==> src/rtl/arb_req.sv <==
// Requester-side agent for the round-robin bus arbiter: requests the bus on a
// start command, streams a burst of beats while granted, then releases cleanly.
module arb_req #(
  parameter int LEN_W  = 4,
  parameter int DATA_W = 8,
  parameter int WAIT_W = 8
) (
  input  logic              i_clk,
  input  logic              i_rst,
  input  logic              i_start,
  input  logic [LEN_W-1:0]  i_len,
  input  logic [DATA_W-1:0] i_din,
  output logic              o_din_rd,
  output logic              o_req,
  input  logic              i_ack,
  output logic              o_bus_valid,
  output logic [DATA_W-1:0] o_bus_data,
  output logic              o_busy,
  output logic              o_done,
  output logic [WAIT_W-1:0] o_wait_cyc
);

  typedef enum logic [1:0] {
    S_IDLE = 2'd0,
    S_REQ  = 2'd1,
    S_XFER = 2'd2,
    S_REL  = 2'd3
  } state_t;

  localparam logic [LEN_W-1:0]  LEN_ZERO  = {LEN_W{1'b0}};
  localparam logic [LEN_W-1:0]  LEN_ONE   = {{(LEN_W-1){1'b0}}, 1'b1};
  localparam logic [WAIT_W-1:0] WAIT_ZERO = {WAIT_W{1'b0}};
  localparam logic [WAIT_W-1:0] WAIT_ONE  = {{(WAIT_W-1){1'b0}}, 1'b1};
  localparam logic [DATA_W-1:0] DATA_ZERO = {DATA_W{1'b0}};

  state_t            r_state;
  logic [LEN_W-1:0]  r_remaining;
  logic              r_req;
  logic              r_busy;
  logic              r_done;
  logic [WAIT_W-1:0] r_wait_cyc;
  logic              w_beat;

  function automatic logic [WAIT_W-1:0] sat_inc(input logic [WAIT_W-1:0] v);
    if (&v) begin
      return v;
    end else begin
      return v + WAIT_ONE;
    end
  endfunction

  // A beat moves only while granted in XFER; a dropped ack simply pauses the burst.
  always_comb begin
    w_beat     = 1'b0;
    o_bus_data = DATA_ZERO;
    if (r_state == S_XFER) begin
      w_beat = i_ack;
    end else begin
      w_beat = 1'b0;
    end
    if (w_beat) begin
      o_bus_data = i_din;
    end else begin
      o_bus_data = DATA_ZERO;
    end
  end

  assign o_bus_valid = w_beat;
  assign o_din_rd    = w_beat;
  assign o_req       = r_req;
  assign o_busy      = r_busy;
  assign o_done      = r_done;
  assign o_wait_cyc  = r_wait_cyc;

  // Request/transfer/release sequencer with registered req, busy, done and wait count.
  always_ff @(posedge i_clk or negedge i_rst) begin
    if (!i_rst) begin
      r_state     <= S_IDLE;
      r_remaining <= LEN_ZERO;
      r_req       <= 1'b0;
      r_busy      <= 1'b0;
      r_done      <= 1'b0;
      r_wait_cyc  <= WAIT_ZERO;
    end else begin
      r_done <= 1'b0;
      case (r_state)
        S_IDLE: begin
          if (i_start) begin
            if (i_len != LEN_ZERO) begin
              r_remaining <= i_len;
              r_wait_cyc  <= WAIT_ZERO;
              r_req       <= 1'b1;
              r_busy      <= 1'b1;
              r_state     <= S_REQ;
            end else begin
              r_done <= 1'b1;
            end
          end
        end
        S_REQ: begin
          if (i_ack) begin
            r_state <= S_XFER;
          end else begin
            r_wait_cyc <= sat_inc(r_wait_cyc);
          end
        end
        S_XFER: begin
          if (i_ack) begin
            r_remaining <= r_remaining - LEN_ONE;
            if (r_remaining == LEN_ONE) begin
              r_req   <= 1'b0;
              r_state <= S_REL;
            end
          end
        end
        S_REL: begin
          // Wait for the grant to drop so a stale ack is never reused.
          if (!i_ack) begin
            r_busy  <= 1'b0;
            r_done  <= 1'b1;
            r_state <= S_IDLE;
          end
        end
        default: begin
          r_state <= S_IDLE;
          r_req   <= 1'b0;
          r_busy  <= 1'b0;
        end
      endcase
    end
  end

endmodule
==> config.mk <==
export PLATFORM = sky130hd
export DESIGN_NAME = arb_req
export DESIGN_NICKNAME = d
export VERILOG_FILES = /design/src/rtl/arb_req.sv
export SDC_FILE = /design/constraint.sdc
export NUM_CORES = 1
export LEC_CHECK = 0
export CAP_MARGIN = 5
export CORE_UTILIZATION = 28
export CTS_CLUSTER_DIAMETER = 30
export DETAILED_ROUTE_END_ITERATION = 12
export PLACE_DENSITY = 0.51
export SYNTH_ARGS = -nofsm -noshare
export SYNTH_HDL_FRONTEND = slang
export SYNTH_SLANG_ARGS = --single-unit
==> constraint.sdc <==
create_clock -name i_clk -period 2.3 [get_ports i_clk]
set_input_delay 0.46 -clock i_clk [delete_from_list [all_inputs] [get_ports i_clk]]
set_output_delay 0.46 -clock i_clk [all_outputs]
set_load 0.05 [all_outputs]
==> out/results.ini <==
[cts]
number_of_buffers_added_for_setup_after_cts = 0
cts_num_sinks = 17
path_clk_slew_ns = 0.07
numCtsBuffers = 3
htree_num_levels = 1
ctsRootBufferMaster = sky130_fd_sc_hd__clkbuf_8
worst_skew_pair.late_latency_ns = 0.25
cts_tree = done
ctsLongestPathBuffers = 2
cts_resized = 0
cts_hold_repair.buffers = 0

[pwr]
p_leak_nw = 0.765
switchingPower_mw = 1.00
power_frac_seq_pct = 24.6
comb_power_share_pct = 64.5
peakVddDrop_mv = 0.776
p_clk_share_pct = 10.8
power_switching_share_pct = 47.7
p_int_mw = 1.10
pwr_density_cell_mw_per_mm2 = 1200

[floorplanning]
number_of_standard_cell_rows_in_the_floorplan = 23
die_w_um = 66.8
initial_core_utilization_pct = 29.2
core-area_mm2 = 0.00403
io_count = 37
fp.dieArea_mm2 = 0.00447
die_height_um = 66.8

[worst_setup_path]
critPathMaxStageDelay_ns = 0.41
timing.critical_path.depth = 4
critPathRequiredTime_ns = 1.84
worstSetupEndpointType = output pin
worst_r2r_path_depth = 7
criticalPathCategory = register to output pin
timing.critical_path.buf_inv = 2
crit_arrival_ns = 1.67
crit_path_start_kind = register
cp_slowest_cell = sky130_fd_sc_hd__dfrtp_1
worst_path_dominant_cell_family = flip-flops
timing.critical_path.cells = inv_1 -> ha_1 -> and2_1 -> buf_12
critical_path.max_fanout = 12

[placement]
numPortBuffers = 36
detailedPlace.worstSlack_ns = 0.156
hpwlAfterDp_um = 2370
place.gp.congestion = 0.787

[synthesis]
synth-compound-area-share_pct = 19.6
ys_types = 37
synth_xor_area_share_pct = 0
synth-warning-count = 0
synthesis.area_per_instance_um2 = 9.20
synth.cell_area_mm2 = 0.00118
share_of_synthesized_area_spent_on_multiplexers_pct = 4.36
synth_simple_gate_area_share_pct = 24.1
yosys_register_bits = 17
synthesized_instance_count = 128
main_combinational_cell_family_by_area_after_synthesis = simple AND/OR/NAND/NOR gates
yosysSeqAreaShare_pct = 36.1
postSynthNetCount = 153
synth_area_in_adders_pct = 9.56

[grt]
antenna_found_initial = 0
groute.usage.overall_pct = 14.4
first_global_vias = 1016
grt_max_degree = 18
wire_length_of_the_first_global_routing_pass_um = 4800
grt-ovfl-total = 0

[layout]
synthToLayoutAreaGrowth_pct = 49.0
layout.cells.most_common = sky130_fd_sc_hd__clkdlybuf4s50_1
mostFrequentLayoutCells = 26 x sky130_fd_sc_hd__clkdlybuf4s50_1, 17 x sky130_fd_sc_hd__dfrtp_1, 12 x sky130_fd_sc_hd__inv_1, 12 x sky130_fd_sc_hd__nand2_1, 10 x sky130_fd_sc_hd__buf_12
drive_above_1_share_pct = 15.0
fillCellCount = 401
n_antenna_cell = 0
nNetsFinal = 193

[sta]
final.setup.tns_ns = 0
finalWorstSetupSlack_ns = 0.166
rsz0062_at_grt = no
time_the_worst_path_needs_with_i_o_delays_and_setup_ns = 2.13
fmax_mhz = 469
max-slew-margin-rel_pct = 66.3
final-setup-viol-count = 0
clock_skew_ns = 0.00235
report.final.hold_viol_count = 0
drv_slew = 0
post-route-period-util_pct = 92.8
worstMarginPinSlew_ns = 0.504

[drt]
post-route-drc-count = 0
detail_route.wirelength_um = 3020
detailedRoute.firstPassIterationCount = 4
route.vias.total = 1098
antenna_left = 0
avgViaCountPerCell = 5.06
avgRoutedWirePerCell_um = 13.9
initialDrtViolationCount = 36

[min_path]
hold_path_class = input port to asynchronous set/reset pin

[status]
status = finished, final reports clean

[job]
timing.max_cap.violations = 0

## cells by family after synthesis
| kind of cell | Yosys count |
|---|---|
| adder cells (fa/ha/maj) | 9 |
| multiplexers | 5 |
| AND/OR/NAND/NOR | 51 |
| flip-flops | 17 |
| AO/OA/AOI/OAI | 28 |
| buffers and inverters | 18 |
## synthesized netlist by cell type, drive strengths merged
library cell | number | area share [%]
a21oi | 5 | 2.4
a221o | 1 | 0.85
a31oi | 6 | 3.2
a32oi | 1 | 0.74
a41o | 1 | 0.85
and2 | 1 | 0.53
and3 | 8 | 4.3
buf | 3 | 1.5
clkbuf | 3 | 0.96
dfrtp | 17 | 36
ha | 9 | 9.6
inv | 12 | 3.8
mux2 | 1 | 0.96
mux2i | 4 | 3.4
nand2 | 13 | 4.8
nand2b | 1 | 0.53
nand3 | 5 | 2.6
nand3b | 5 | 3.2
nand4 | 5 | 2.7
nand4b | 1 | 0.74
nor2 | 7 | 2.2
nor2b | 1 | 0.53
nor3 | 1 | 0.42
nor3b | 1 | 0.64
nor4 | 1 | 0.53
o211ai | 3 | 1.9
o21a | 1 | 1.3
o21ai | 5 | 2.1
o221ai | 2 | 1.5
o22ai | 1 | 0.53
o311a | 1 | 1.8
o41ai | 1 | 2.3
or3 | 1 | 0.53
## worst paths after layout
check	from	end	slack, ns
min in group i_clk	o_wait_cyc[6]$_DFFE_PN0P_	o_wait_cyc[6]$_DFFE_PN0P_	0.54
setup reg to reg	r_state[0]$_DFFE_PN0P_	r_remaining[2]$_DFFE_PN0P_	0.45
max in group asynchronous	i_rst	o_wait_cyc[3]$_DFFE_PN0P_	1.56
hold reg to reg	o_wait_cyc[6]$_DFFE_PN0P_	o_wait_cyc[6]$_DFFE_PN0P_	0.54
setup / recovery	r_state[0]$_DFFE_PN0P_	o_bus_valid	0.17
hold / removal	i_rst	o_wait_cyc[1]$_DFFE_PN0P_	0.54
## power groups by stage
| stage | clock [mW] | sequential [mW] | combinational, mW |
|---|---|---|---|
| 4_1_cts | 0.241 | 0.517 | 1.37 |
| 5_1_grt | 0.247 | 0.533 | 1.48 |
| 2_1_floorplan | 0 | 0.682 | 0.733 |
| 3_3_place_gp | 0 | 0.519 | 1.33 |
| 6_report | 0.228 | 0.518 | 1.36 |
| 3_5_place_dp | 0 | 0.521 | 1.36 |
## flip-flops by register name, indices dropped and copies added (netlist names)
register	flops
o_busy	1
o_wait_cyc	8
r_state	2
o_done	1
o_req	1
r_remaining	4
## per-layer routing
metal | global-route usage (%) | share of wire [%]
met5 | 0 | 0
met1 | 18.3 | 46
met3 | 2.74 | 5.6
met2 | 24.6 | 48
met4 | 3.99 | 0.66
## layout make-up
type                            count  area (um2)  area share (%)
Multi-Input combinational cell     93         678            38.7
Timing Repair Buffer               41         498            28.4
Sequential cell                    17         425            24.3
Tap cell                           50        62.6            3.57
Clock buffer                        4        45.0            2.57
Inverter                           12        45.0            2.57
## metrics by stage
| step | instances | total power, mW | area [um2] | hold WS [ns] | utilization, % |
|---|---|---|---|---|---|
| 6_report | 217 | 2.10 | 1750 | 0.535 | 43.5 |
| 5_1_grt | 217 | 2.26 | 1750 | 0.565 | 43.5 |
| 4_1_cts | 217 | 2.12 | 1750 | 0.540 | 43.5 |
| 3_5_place_dp | 213 | 1.88 | 1710 | 0.532 | 42.4 |
| 3_3_place_gp | 213 | 1.85 | 1710 | 0.530 | 42.4 |
| 2_1_floorplan | 128 | 1.42 | 1180 | 0.164 | - |
Power figures use the tool's default switching activity.
